**config.mk**
```make
export PLATFORM = sky130hd
export DESIGN_NAME = branch_predictor
export DESIGN_NICKNAME = d
export VERILOG_FILES = /design/src/rtl/cpu_pkg.sv /design/src/rtl/bp_counter_table.sv /design/src/rtl/branch_predictor.sv
export SDC_FILE = /design/constraint.sdc
export NUM_CORES = 1
export LEC_CHECK = 0
export ABC_AREA = 1
export BUFFER_PORTS_ARGS = -buffer_cell sky130_fd_sc_hd__buf_2
export CAP_MARGIN = 40
export CORE_ASPECT_RATIO = 1.1
export CORE_UTILIZATION = 53
export CTS_CLUSTER_DIAMETER = 100
export DETAILED_ROUTE_END_ITERATION = 10
export PLACE_DENSITY_LB_ADDON = 0.1
export RECOVER_POWER = 100
export REMOVE_ABC_BUFFERS = 1
export SLEW_MARGIN = 20
export SYNTH_ARGS = -nofsm -noshare
export SYNTH_HDL_FRONTEND = slang
export SYNTH_SLANG_ARGS = --single-unit
export TNS_END_PERCENT = 30
```
**constraint.sdc**
```tcl
create_clock -name clk -period 2.07 [get_ports clk]
set_input_delay 0.3105 -clock clk [delete_from_list [all_inputs] [get_ports clk]]
set_output_delay 0.3105 -clock clk [all_outputs]
set_load 0.05 [all_outputs]
```
**src/rtl/cpu_pkg.sv**
```systemverilog
// ----------------------------------------------------------------------------
// cpu_pkg
// Shared definitions for the 16-bit, 5-stage CPU front end.
//   - Conditional-branch opcode constants (BLT/BGT/BEQ)
//   - 2-bit saturating branch counter encodings
//   - PC width
//   - is_branch(): classifies an opcode as a conditional branch
// ----------------------------------------------------------------------------
package cpu_pkg;

    localparam int unsigned PC_W = 16;

    localparam logic [3:0] OP_BLT = 4'b0100;
    localparam logic [3:0] OP_BGT = 4'b0101;
    localparam logic [3:0] OP_BEQ = 4'b0110;

    typedef enum logic [1:0] {
        CTR_SNT = 2'b00,   // strongly not-taken
        CTR_WNT = 2'b01,   // weakly not-taken
        CTR_WT  = 2'b10,   // weakly taken
        CTR_ST  = 2'b11    // strongly taken
    } ctr_e;

    function automatic logic is_branch(input logic [3:0] op);
        logic w_hit;
        case (op)
            OP_BLT, OP_BGT, OP_BEQ: w_hit = 1'b1;
            default:                w_hit = 1'b0;
        endcase
        return w_hit;
    endfunction

endpackage

```
**src/rtl/bp_counter_table.sv**
```systemverilog
// ----------------------------------------------------------------------------
// bp_counter_table
// ENTRIES x 2-bit saturating counter storage for the branch predictor.
// Ports:
//   clk          - clock, rising edge
//   rst          - asynchronous active-high reset; all entries load INIT_CTR
//   i_rd_idx     - combinational read index
//   o_rd_ctr     - counter at i_rd_idx (pre-update value, no bypass)
//   i_wr_en      - apply a training update this cycle
//   i_wr_idx     - entry to train
//   i_wr_taken   - actual outcome: 1 increments, 0 decrements (saturating)
// ----------------------------------------------------------------------------
module bp_counter_table
    import cpu_pkg::*;
#(
    parameter int unsigned ENTRIES  = 16,
    parameter logic [1:0]  INIT_CTR = CTR_WNT,
    localparam int unsigned IDX_W   = $clog2(ENTRIES)
) (
    input  logic             clk,
    input  logic             rst,
    input  logic [IDX_W-1:0] i_rd_idx,
    output logic [1:0]       o_rd_ctr,
    input  logic             i_wr_en,
    input  logic [IDX_W-1:0] i_wr_idx,
    input  logic             i_wr_taken
);

    logic [1:0] r_ctr [ENTRIES];
    logic [1:0] w_cur;
    logic [1:0] w_next;

    assign o_rd_ctr = r_ctr[i_rd_idx];
    assign w_cur    = r_ctr[i_wr_idx];

    always_comb begin
        w_next = w_cur;
        if (i_wr_taken) begin
            if (w_cur != CTR_ST) begin
                w_next = w_cur + 2'd1;
            end
        end else begin
            if (w_cur != CTR_SNT) begin
                w_next = w_cur - 2'd1;
            end
        end
    end

    always_ff @(posedge clk or posedge rst) begin
        if (rst) begin
            for (int unsigned i = 0; i < ENTRIES; i++) begin
                r_ctr[i] <= INIT_CTR;
            end
        end else if (i_wr_en) begin
            r_ctr[i_wr_idx] <= w_next;
        end
    end

endmodule

```
**src/rtl/branch_predictor.sv**
```systemverilog
// ----------------------------------------------------------------------------
// branch_predictor
// Fetch-side bimodal predictor paired with the execute-stage comparator.
// Predicts BLT/BGT/BEQ using a table of 2-bit saturating counters indexed by
// the low PC bits (untagged), trains on resolve, and raises a registered
// one-cycle flush with a redirect PC on a mispredict.
//
// Optional feature macro: BP_STATS_EN
//   defined   -> stat_branches / stat_mispredicts saturating counters present
//   undefined -> those ports and their logic are absent
//
// Ports:
//   clk, rst          - clock (rising edge), async active-high reset
//   f_valid, f_pc,
//   f_opcode, f_target- fetch slot
//   pred_taken        - combinational prediction for the fetch slot
//   pred_pc           - combinational next fetch PC
//   r_valid, r_pc,
//   r_opcode, r_taken,
//   r_pred_taken,
//   r_target          - resolving branch from execute
//   flush             - registered squash pulse
//   redirect_pc       - registered correct PC, valid while flush=1
//   stat_branches     - (BP_STATS_EN) count of trained resolves
//   stat_mispredicts  - (BP_STATS_EN) count of mispredicts
// ----------------------------------------------------------------------------
module branch_predictor
    import cpu_pkg::*;
#(
    parameter int unsigned ENTRIES  = 16,
    parameter logic [1:0]  INIT_CTR = CTR_WNT,
    localparam int unsigned IDX_W   = $clog2(ENTRIES)
) (
    input  logic            clk,
    input  logic            rst,
    input  logic            f_valid,
    input  logic [PC_W-1:0] f_pc,
    input  logic [3:0]      f_opcode,
    input  logic [PC_W-1:0] f_target,
    output logic            pred_taken,
    output logic [PC_W-1:0] pred_pc,
    input  logic            r_valid,
    input  logic [PC_W-1:0] r_pc,
    input  logic [3:0]      r_opcode,
    input  logic            r_taken,
    input  logic            r_pred_taken,
    input  logic [PC_W-1:0] r_target,
    output logic            flush,
    output logic [PC_W-1:0] redirect_pc
`ifdef BP_STATS_EN
    ,
    output logic [15:0]     stat_branches,
    output logic [15:0]     stat_mispredicts
`endif
);

    logic [1:0]      w_rd_ctr;
    logic            w_pred_taken;
    logic            w_upd;
    logic            w_mispredict;
    logic            r_flush;
    logic [PC_W-1:0] r_redirect_pc;

    bp_counter_table #(
        .ENTRIES  (ENTRIES),
        .INIT_CTR (INIT_CTR)
    ) u_table (
        .clk        (clk),
        .rst        (rst),
        .i_rd_idx   (f_pc[IDX_W-1:0]),
        .o_rd_ctr   (w_rd_ctr),
        .i_wr_en    (w_upd),
        .i_wr_idx   (r_pc[IDX_W-1:0]),
        .i_wr_taken (r_taken)
    );

    // Predict path: zero latency, reads the pre-update counter.
    assign w_pred_taken = f_valid & is_branch(f_opcode) & w_rd_ctr[1];
    assign pred_taken   = w_pred_taken;
    assign pred_pc      = w_pred_taken ? f_target : f_pc + 16'd1;

    // A resolve arriving while flush is high is wrong-path and is dropped,
    // which also guarantees one flush pulse per real mispredict.
    assign w_upd        = r_valid & is_branch(r_opcode) & ~r_flush;
    assign w_mispredict = w_upd & (r_taken != r_pred_taken);

    always_ff @(posedge clk or posedge rst) begin
        if (rst) begin
            r_flush       <= 1'b0;
            r_redirect_pc <= '0;
        end else begin
            r_flush <= w_mispredict;
            if (w_mispredict) begin
                r_redirect_pc <= r_taken ? r_target : r_pc + 16'd1;
            end
        end
    end

    assign flush       = r_flush;
    assign redirect_pc = r_redirect_pc;

`ifdef BP_STATS_EN
    logic [15:0] r_stat_branches;
    logic [15:0] r_stat_mispredicts;

    always_ff @(posedge clk or posedge rst) begin
        if (rst) begin
            r_stat_branches    <= '0;
            r_stat_mispredicts <= '0;
        end else begin
            if (w_upd && (r_stat_branches != '1)) begin
                r_stat_branches <= r_stat_branches + 16'd1;
            end
            if (w_mispredict && (r_stat_mispredicts != '1)) begin
                r_stat_mispredicts <= r_stat_mispredicts + 16'd1;
            end
        end
    end

    assign stat_branches    = r_stat_branches;
    assign stat_mispredicts = r_stat_mispredicts;
`endif

endmodule
```
Word level (Yosys, flattened, before mapping)
Index checks and enable logic that the tools add are counted.
Widths: inputs -> output; s select.
{"block": "classes", "add_sub_neg": 4, "magnitude_cmp": 3, "eq_ne": 8, "mux": 16, "bitwise_logic": 8, "n_reduce_logical": 4}
{"cell": "$add 16x1->16 const B", "n": 2}
{"cell": "$bwmux 32", "n": 1}
{"cell": "$mux 16", "n": 2}
{"cell": "$eq 4x3->1 const B", "n": 6}
{"cell": "$bmux 2 s4", "n": 2}
{"cell": "$mux 2", "n": 8}
{"cell": "$ge 5x5->1 const B", "n": 2}
{"cell": "$not 4->5", "n": 2}
{"cell": "$demux 2 s4", "n": 1}
{"cell": "$reduce_or 3->1", "n": 2}
{"cell": "$and 1x1->1", "n": 5}
{"cell": "$lt 5x1->1 const B", "n": 1}
{"cell": "$add 2x1->2 const B", "n": 1}
{"cell": "$mux 1", "n": 2}
{"cell": "$ne 2x2->1 const B", "n": 1}
{"cell": "$reduce_bool 2->1", "n": 1}
{"cell": "$sub 2x1->2 const B", "n": 1}
{"cell": "$logic_and 1x1->1", "n": 1}
{"cell": "$ne 1x1->1", "n": 1}
{"cell": "$not 1->1", "n": 1}
{"block": "word_totals", "register_bits": 49, "inputBits": 78, "output_inout_bits": 34, "word_cells": 61}

Depth between registers and ports, before layout
Gate-level depths: netlist (run 1).
{"block": "logic_depth", "word_depth": 8, "mapped_depth": 13, "depth_no_buf": 12}

Hierarchy
A second synthesis (run 1) with hierarchy kept.
{"block": "hier_totals", "cells_unflattened": 626, "area_unflattened_um2": 3896.2}
{"mod": "bp_counter_table", "n_inst": 1, "cells_each": 323, "area_per_inst_um2": 2122.0, "seq_area_each_um2": 820.8}
{"mod": "branch_predictor", "n_inst": 1, "cells_each": 303, "area_per_inst_um2": 1774.2, "seq_area_each_um2": 425.4}

Worst setup path before layout (run 1)
OpenSTA, ideal clock, no wires.
{"block": "synth_timing", "path_type": "in2out", "from": "in f_pc[0]", "to": "out pred_pc[14]", "t_arrival_ps": 1568, "required_time_ps": 1760, "setup_slack_ps": 191, "cell_stages": 7, "n_path_buf": 0, "cell_sequence": "ha_1 nand3_1 nor3b_1 nand4_1 xnor2_1 nand2_1 nand2_1"}
{"block": "synth_between", "elab_chain_len": 6, "word_cells_on_any_way": 7, "classes_between": "add/sub (1); mux (4); bitwise (2)"}
{"element": "start: declaration", "line_no": "branch_predictor.sv:37", "text": "input logic [PC_W-1:0] f_pc,"}
{"element": "$not 4->5 (not written as such)", "line_no": "bp_counter_table.sv:33", "text": "assign o_rd_ctr = r_ctr[i_rd_idx];"}
{"element": "$bmux 2 s4", "line_no": "bp_counter_table.sv:33"}
{"element": "$mux 2 (not written as such) (2 in a row)", "line_no": "bp_counter_table.sv:33"}
{"element": "$and 1x1->1", "line_no": "branch_predictor.sv:78", "text": "assign w_pred_taken = f_valid & is_branch(f_opcode) & w_rd_ctr[1];"}
{"element": "$mux 16 *", "line_no": "branch_predictor.sv:80", "text": "assign pred_pc = w_pred_taken ? f_target : f_pc + 16'd1;"}
{"element": "end: declaration", "line_no": "branch_predictor.sv:41", "text": "output logic [PC_W-1:0] pred_pc,"}
Every way passes the cells marked *; elsewhere a longest branch is shown, timed or not. The select of a mux whose other input is x is not followed.

Worst setup path in the final report (run 1)
{"block": "layout_timing", "from": "reg u_table.r_ctr[13] (netlist name)", "to": "out pred_pc[2]"}
{"block": "layout_between", "elab_chain_len": 5}
{"element": "start: declaration", "line_no": "bp_counter_table.sv:29", "text": "logic [1:0] r_ctr [ENTRIES];"}
{"element": "start signal: indexed assignment", "line_no": "bp_counter_table.sv:55", "text": "r_ctr[i_wr_idx] <= w_next;"}
{"element": "$bmux 2 s4", "line_no": "bp_counter_table.sv:33"}
{"element": "$mux 2 (not written as such) (2 in a row)", "line_no": "bp_counter_table.sv:33"}
{"element": "$and 1x1->1", "line_no": "branch_predictor.sv:78"}
{"element": "$mux 16", "line_no": "branch_predictor.sv:80"}
No other way between the ends. The select of a mux whose other input is x is not followed.

==> impl_summary.txt, run 1 <==
----------------------------------------------------
[Clock network]
  CTS max path bufs ... 2
  H-tree lvl count ... 2
  Clock sink count ... a little under 50
  Number of CTS-inserted buffers ... 5
  Clock input transition at the sequential cells of the worst setup and hold paths ... 0.09 ns
  TritonCTS clock tree ... done
  CTS Root Cell ... clkbuf_8
  Latest clock arrival within the worst-skew pair ... around 0.30 ns

[Yosys]
  Area of the mapped netlist ... just under 0.004 mm^2
  Top cells by area, synth ... dfrtp_1 21%, nand2_1 19%, dfstp_2 11%, inv_1 6.5%, nand3_1 5.5%
  Synthesized instance count ... 570
  Post-synth top flop ... dfrtp_1
  Number of synthesis warnings ... 0
  Cell taking the most area after synthesis ... dfrtp_1
  Ys async rst share ... 100%
  Portion of the post-synthesis area used by sequential elements ... 32.1%
  Number of enable-type register cells in the synthesized netlist ... 0
  Fraction of post-synthesis cell area in the top cell type by area ... a little over a fifth
  FF+latch count, synth ... 49
  Count of unique library cells instantiated by Yosys ... 40
  Mean instance size in the synthesized netlist ... 6.81 um^2

[GRT]
  Global routing usage summed across all routing layers ... about 29%
  Initial antenna violation count ... 0
  Maximum number of pins on one net before global-route repair ... 26
  Wire length of the first global-routing pass ... 18300 um
  Via count of the first global-routing pass ... around 4.1k
  GRT overflow ... 0

[Power]
  Static leakage power ... 0.00241 uW
  Power per standard cell area ... around 660 mW/mm^2
  Maximum vdd ir drop ... 0.507 mV
  Pwr Total ... roughly 3100 uW

[Routing]
  Routed wire length ... 10600 um
  Via count ... just over 4k
  DRC violations left ... 0
  DRC marker count from the first detailed-route iteration ... 207
  Drt first pass iters ... 5
  Detail Route Antenna Nets ... 0
  Detailed-route vias per instance ... 5.38
  Wirelength per Cell ... around 14 um

[Timing]
  Actual slew at the worst max-slew pin ... 1.04 ns
  Final critical-path share of the clock period ... 100%
  Shortest clock period the worst path allows after layout ... 2.07 ns
  F_max ... 482 MHz
  Final setup violation count ... 1
  PnR worst setup slack ... -0.00303 ns
  Relative max-transition margin ... 30.9%
  Clock tree skew after final layout ... between 0.007 and 0.008 ns
  Unrepaired setup endpoints after global routing ... true
  Final Slew Violations ... 0
  Setup TNS ... -0.00303 ns
  Total count of hold-check failures in the final report ... 0

[Setup path]
  Crit-path max FO ... 8
  Terminus of the critical flop-to-flop path ... u_table.r_ctr[23]$_DFFE_PP0P_
  Arrival time of the worst setup path ... 1.76 ns
  Type of the setup path with the least slack ... reg -> out
  WP data required ... 1.76 ns
  Crit path launch type ... flip-flop
  Internal reg-to-reg setup slack ... roughly 0.18 ns
  Kind of end point of the critical path ... primary output
  R2R depth ... 10
  Worst reg2reg path startpoint ... u_table.r_ctr[31]$_DFFE_PP0P_

[Layout]
  Nets ... ~770
  Share of final-layout standard cells stronger than drive strength 1 ... roughly a quarter
  Sequential standard cell area ... 0.00125 mm^2
  Antenna Diode Count ... 0
  Fill cell total of the finished layout ... 652
  Multi-input gate area ... 0.00220 mm^2
  Post-route core utilization ... approximately 67%
  Post-synthesis to final-layout area growth ... 21.4%

[Die]
  Total number of placement rows ... 32
  Ports ... 112
  Die W ... 83.6 um
  Die height ... 91.8 um
  Starting density of the core ... 55.1%
  Die Outline Area ... 0.00767 mm^2
  Core ar. ... 0.00705 mm^2

[Placed design]
  Routability congestion estimate ... approximately 0.95
  Number of buffer cells added on primary ports ... approximately 110
  Placed wire-length estimate after detailed placement ... 7720 um

[Min path]
  Cells on Worst Hold Path ... 3
  WHS Endpoint ... redirect_pc[14]$_DFFE_PP0P_
  Worst hold path type ... in -> reg
  Worst hold start ... r_target[14]

[Status]
  Status ... complete, but fails checks
  Violations in the final reports ... setup timing

[Run]
  Reported max-cap violation count ... 0

----------------------------------------------------
-- cells in the final DEF, fill, tap and decap left out, types with 5 or more instances in the layout --
| cell | synthesis | routed |
|---|---|---|
| buf_2 | 3 | 76 |
| clkbuf_1 | 5 | 21 |
| dfrtp_1 | 33 | 33 |
| o21ai_0 | 18 | 16 |
| nand4_1 | 22 | 22 |
| nand3_2 | 15 | 6 |
| buf_6 | 7 | 15 |
| ha_1 | 5 | 5 |
| nand3_4 | 2 | 5 |
| dfstp_2 | 16 | 16 |
| xnor2_1 | 6 | 6 |
| xor2_1 | 15 | 15 |
| nand3_1 | 43 | 50 |
| inv_1 | 67 | 66 |
| nand2_1 | 196 | 198 |
| inv_2 | 4 | 5 |
| o21ai_1 | 4 | 5 |
| buf_4 | 3 | 12 |
| clkbuf_8 | 0 | 6 |
| nor2_1 | 44 | 46 |
| a21oi_1 | 23 | 22 |
-- worst max-delay path by stage --
stage                                             start          end  cells after the start
final                     u_table.r_ctr[13]$_DFFE_PP0P_   pred_pc[2]                      8
after global routing       u_table.r_ctr[7]$_DFFE_PP0P_  pred_pc[11]                     10
after CTS                  u_table.r_ctr[1]$_DFFE_PP0P_  pred_pc[14]                     10
after detailed placement                        f_pc[0]  pred_pc[14]                      9
after global placement                          f_pc[0]  pred_pc[12]                      9
after floorplan                             f_opcode[0]   pred_pc[0]                      4
-- through the flow --
step	cell area [um^2]	std cells	worst slack, ns	hold slack, ns
after detailed placement	4520	761	-0.00531	0.411
after global placement	4520	761	-0.000378	0.398
after CTS	4770	770	0.00183	0.0776
after floorplan	3730	551	0.0795	0.434
after global routing	4720	772	-0.112	0.257
final	4720	772	-0.00303	0.231
-- layer usage --
layer | vias up | track usage [%] | wire, um
li1 | 2049 | - | -
met1 | 1889 | 33.4 | 4200
met2 | 190 | 53.5 | 5440
met3 | 27 | 5.04 | 708
met4 | 0 | 10.7 | 305
met5 | - | 0 | 0
-- power breakdown --
group          internal (uW)  switching, uW
clock                    394            324
sequential              1130           87.0
combinational            328            844
-- area by class of cell --
| cell class | count | area share (%) |
|---|---|---|
| well taps | 85 | 2.26 |
| flip-flops and latches | 49 | 26.4 |
| repair buffers | 127 | 16.6 |
| inverters | 71 | 5.65 |
| clock buffers | 7 | 1.83 |
| clock inverters | 1 | 0.637 |
| multi-input cells | 432 | 46.6 |
-- synth_stat cells (5+ instances only) --
library cell,n
o21ai_0,18
buf_6,7
clkbuf_1,5
nand4_1,22
dfrtp_1,33
xnor2_1,6
nand3_1,43
a21oi_1,23
dfstp_2,16
nor2_1,44
inv_1,67
nand2_1,196
ha_1,5
nand3_2,15
xor2_1,15
-- state kept, by name, indices dropped and copies added, names as in the netlist --
register / flops
flush: 1
redirect_pc: 16
u_table.r_ctr: 32
-- timing repair --
item                                    in CTS  in global routing
endpoints found under the hold margin        0                  0
gates resized for setup                     35                  9
gates cloned                                 1                  1
buffers inserted                             0                  1
hold buffers                                 0                  0
endpoints found under the setup margin      17                 17
pin swaps                                    0                  6
-- cell families after synthesis --
group	count (synthesis)	share of synthesized area [%]
adders and majority gates	5	1.61
xor gates and xnor gates	21	4.74
DFF	49	32.1
AOI/OAI and AO/OA	57	8.18
buffers and inverters	90	10.9
and+or+nand+nor	348	42.5
-- worst max-delay path, stage by stage (launching register included) --
cell	delay (ns)
dfrtp_1	0.43
a21oi_1	0.15
o21ai_0	0.10
nand3_1	0.12
nand3_4	0.16
clkbuf_16	0.21
nand4_1	0.07
nand2_1	0.07
buf_6	0.15
Note: power is estimated with default switching activity, not from simulation.
==> run 2: changes to the inputs <==
Clock period 2.07 ns to 2 ns, I/O delays scaled along.
==> run 2 against run 1 <==
The flow still finishes with violations (setup timing). Setup slack got worse by 0.091 ns. Final area is 0.11% lower. Sequential power is 3% higher. Power grew 0.37%. Via count up 0.72%. Utilization shrank 0.071 points. Count of clock-buffer cells in the layout is 1 lower. Non-clock buffer count did not move. Global-route usage shrank 0.79 points. Register-to-register slack worse by 0.08 ns. Critical path type unchanged. Critical endpoint is now pred_pc[6].
==> impl_summary.txt, run 2 (synthesized netlist as in run 1, its figures left out) <==
----------------------------------------------------
[GRT]
  Global routing usage summed across all routing layers ... 28.2% (was 29.0%)
  Via count of the first global-routing pass ... 4041 (was 4090)
  Wire length of the first global-routing pass ... 17900 um (was 18300 um)
  Maximum number of pins on one net before global-route repair ... 27 (was 26)
  Initial antenna violation count ... 0 (unchanged)
  GRT overflow ... 0 (unchanged)

[Layout]
  Antenna Diode Count ... 0 (unchanged)
  Share of final-layout standard cells stronger than drive strength 1 ... 24.7% (was 24.2%)
  Commonest non-fill, non-tap cell in the layout ... nand2_1 (unchanged)
  Nets ... 769 (unchanged)
  Cell Count, Final, Fillers Out ... 772 (unchanged)
  Top library cells by usage in the layout, fill and taps aside ... 197 x nand2_1, 77 x buf_2, 66 x inv_1 (was 198 x nand2_1, 76 x buf_2, 66 x inv_1)
  Register with the most flip-flops ... u_table.r_ctr (unchanged)
  Fill cell total of the finished layout ... 645 (was 652)
  Post-synthesis to final-layout area growth ... 21.3% (was 21.4%)
  Flip-flop count of the largest register, all copies and words added ... 32 (unchanged)

[Setup path]
  R2R depth ... 6 (was 10)
  Arrival time of the worst setup path ... 1.79 ns (was 1.76 ns)
  Type of the setup path with the least slack ... reg -> out (unchanged)
  Crit path launch type ... flip-flop (unchanged)
  Slowest-stage cell, CP ... dfrtp_1 (unchanged)
  Kind of end point of the critical path ... primary output (unchanged)
  WP data required ... 1.70 ns (was 1.76 ns)
  Delay of the slowest cell on the worst path ... 0.42 ns (was 0.43 ns)
  Cell Chain, Critical Path ... a21oi_1 > o21ai_1 > nand3_1 > nand3_4 > buf_12 > nand4_1 > nand2_1 > buf_6 (was a21oi_1 > o21ai_0 > nand3_1 > nand3_4 > clkbuf_16 > nand4_1 > nand2_1 > buf_6)
  Crit-path max FO ... 16 (was 8)

[Timing]
  F_max ... 478 MHz
  Final Slew Violations ... 0 (unchanged)
  Relative max-transition margin ... 34.7% (was 30.9%)
  Unrepaired setup endpoints after global routing ... true (unchanged)
  Final critical-path share of the clock period ... 105%
  Final setup violation count ... 16 (was 1)
  Actual slew at the worst max-slew pin ... 0.978 ns (was 1.04 ns)
  Clock tree skew after final layout ... 0.0119 ns (was 0.00790 ns)
  Total count of hold-check failures in the final report ... 0 (unchanged)
  Shortest clock period the worst path allows after layout ... ~2.1 ns
  PnR worst setup slack ... -0.0936 ns (was -0.00303 ns)

[Placed design]
  Number of buffer cells added on primary ports ... 111 (unchanged)
  Dpl cells ... 761 (unchanged)
  Routability congestion estimate ... 0.954 (was 0.947)
  Placed wire-length estimate after detailed placement ... 7850 um (was 7720 um)

[Clock network]
  CTS Root Cell ... clkbuf_8 (unchanged)
  Clock sink count ... 49 (unchanged)
  CTS Hold Buffers Added ... 0 (unchanged)
  Number of CTS-inserted buffers ... 5 (unchanged)
  Clock input transition at the sequential cells of the worst setup and hold paths ... 0.10 ns (was 0.09 ns)
  TritonCTS clock tree ... done (unchanged)
  Latest clock arrival within the worst-skew pair ... 0.31 ns (was 0.30 ns)
  CTS max path bufs ... 2 (unchanged)
  H-tree lvl count ... 2 (unchanged)

[Die]
  Die W ... 83.6 um (unchanged)
  Die Outline Area ... 0.00767 mm^2 (unchanged)
  Total number of placement rows ... 32 (unchanged)
  Core ar. ... 0.00705 mm^2 (unchanged)
  Ports ... 112 (unchanged)
  Die height ... 91.8 um (unchanged)
  Starting density of the core ... 55.1% (unchanged)

[Routing]
  Via count ... 4185 (was 4155)
  Drt first pass iters ... 5 (unchanged)
  Wirelength per Cell ... 13.9 um (was 13.8 um)
  Detail Route Antenna Nets ... 0 (unchanged)
  DRC marker count from the first detailed-route iteration ... 318 (was 207)
  DRC violations left ... 0 (unchanged)
  Detailed-route vias per instance ... 5.42 (was 5.38)
  Routed wire length ... 10800 um (was 10600 um)

[Power]
  Maximum vdd ir drop ... 0.543 mV (was 0.507 mV)
  Power per standard cell area ... 662 mW/mm^2 (was 659 mW/mm^2)
  Static leakage power ... 0.00242 uW (was 0.00241 uW)
  Pwr Total ... 3120 uW (was 3110 uW)

[Min path]
  Worst hold path type ... in -> async (was in -> reg)

[Status]
  Violations in the final reports ... setup timing (unchanged)
  Status ... complete, but fails checks (unchanged)

[Run]
  Reported max-cap violation count ... 0 (unchanged)

----------------------------------------------------
run 2: cell types whose count changed in the layout (fill, tap and decap cells not counted), moves of 2 or more:
cell,delta
clkbuf_1,-4
nor2_4,+2
nor2_1,-2
nand3_2,-2
nand3_1,+2
run 2: path summary, 6_finish.rpt:
check                      slack, ns                          start                       endpoint
min reg2reg                     0.47  u_table.r_ctr[26]$_DFFE_PP1P_  u_table.r_ctr[26]$_DFFE_PP1P_
max in group asynchronous       0.63                            rst     redirect_pc[4]$_DFFE_PP0P_
max                            -0.09  u_table.r_ctr[21]$_DFFE_PP0P_                     pred_pc[6]
min                             0.20                            rst  u_table.r_ctr[25]$_DFFE_PP0P_
min in group clk                0.22                   r_target[11]    redirect_pc[11]$_DFFE_PP0P_
max reg2reg                     0.10                flush$_DFF_PP0_    redirect_pc[10]$_DFFE_PP0P_
run 2: final cells by class:
| type | instances | area (um^2) | area share [%] |
|---|---|---|---|
| clock buffers | 6 | 82.6 | 1.75 |
| clock inverters | 2 | 13.8 | 0.292 |
| inverters | 71 | 267 | 5.66 |
| multi-input cells | 432 | 2200 | 46.7 |
| flip-flops and latches | 49 | 1250 | 26.5 |
| well taps | 85 | 106 | 2.26 |
| repair buffers | 127 | 795 | 16.9 |
run 2: power breakdown:
group	switching [uW]	total, uW	leakage [uW]	internal (uW)
logic	875	1220	0.00178	343
clock network	360	642	0.0000512	281
registers	88.9	1260	0.000589	1170
total	1320	3120	0.00242	1790
run 2: what timing repair did:
action                                 4_1_cts  5_1_grt
pin swaps                                    2       10
gates resized for setup                     38        5
setup buffers                                0        1
gates cloned                                 0        2
endpoints found under the hold margin        0        0
setup endpoints to repair                   17       17
run 2: per-stage QoR:
step / utilization (%) / setup WS, ns / TNS (ns) / hold WS [ns] / instance area [um^2]
finish: 66.9 / -0.0936 / -1.05 / 0.203 / 4710
global route: 66.9 / -0.193 / -3.15 / 0.252 / 4710
CTS: 67.2 / -0.0658 / -0.743 / 0.0593 / 4740
detailed placement: 64.3 / -0.126 / -0.399 / 0.391 / 4530
global placement: 64.3 / -0.0667 / -0.0674 / 0.385 / 4530
floorplan: - / 0.0305 / 0 / 0.423 / 3730
run 2: worst max-delay path: cells and delay by family, from the launching register on:
| family | cells | cell delay [ns] |
|---|---|---|
| compound gates | 2 | 0.24 |
| simple gates | 4 | 0.48 |
| flops | 1 | 0.42 |
| buf+inv | 2 | 0.34 |
run 2: per-layer routing:
metal | wire length, um | GRT usage, % | up-vias
met3 | 636 | 3.06 | 31
met2 | 5300 | 52.5 | 197
met1 | 4510 | 33.6 | 1912
met4 | 307 | 9.32 | 0
met5 | 0 | 0 | -
li1 | - | - | 2045
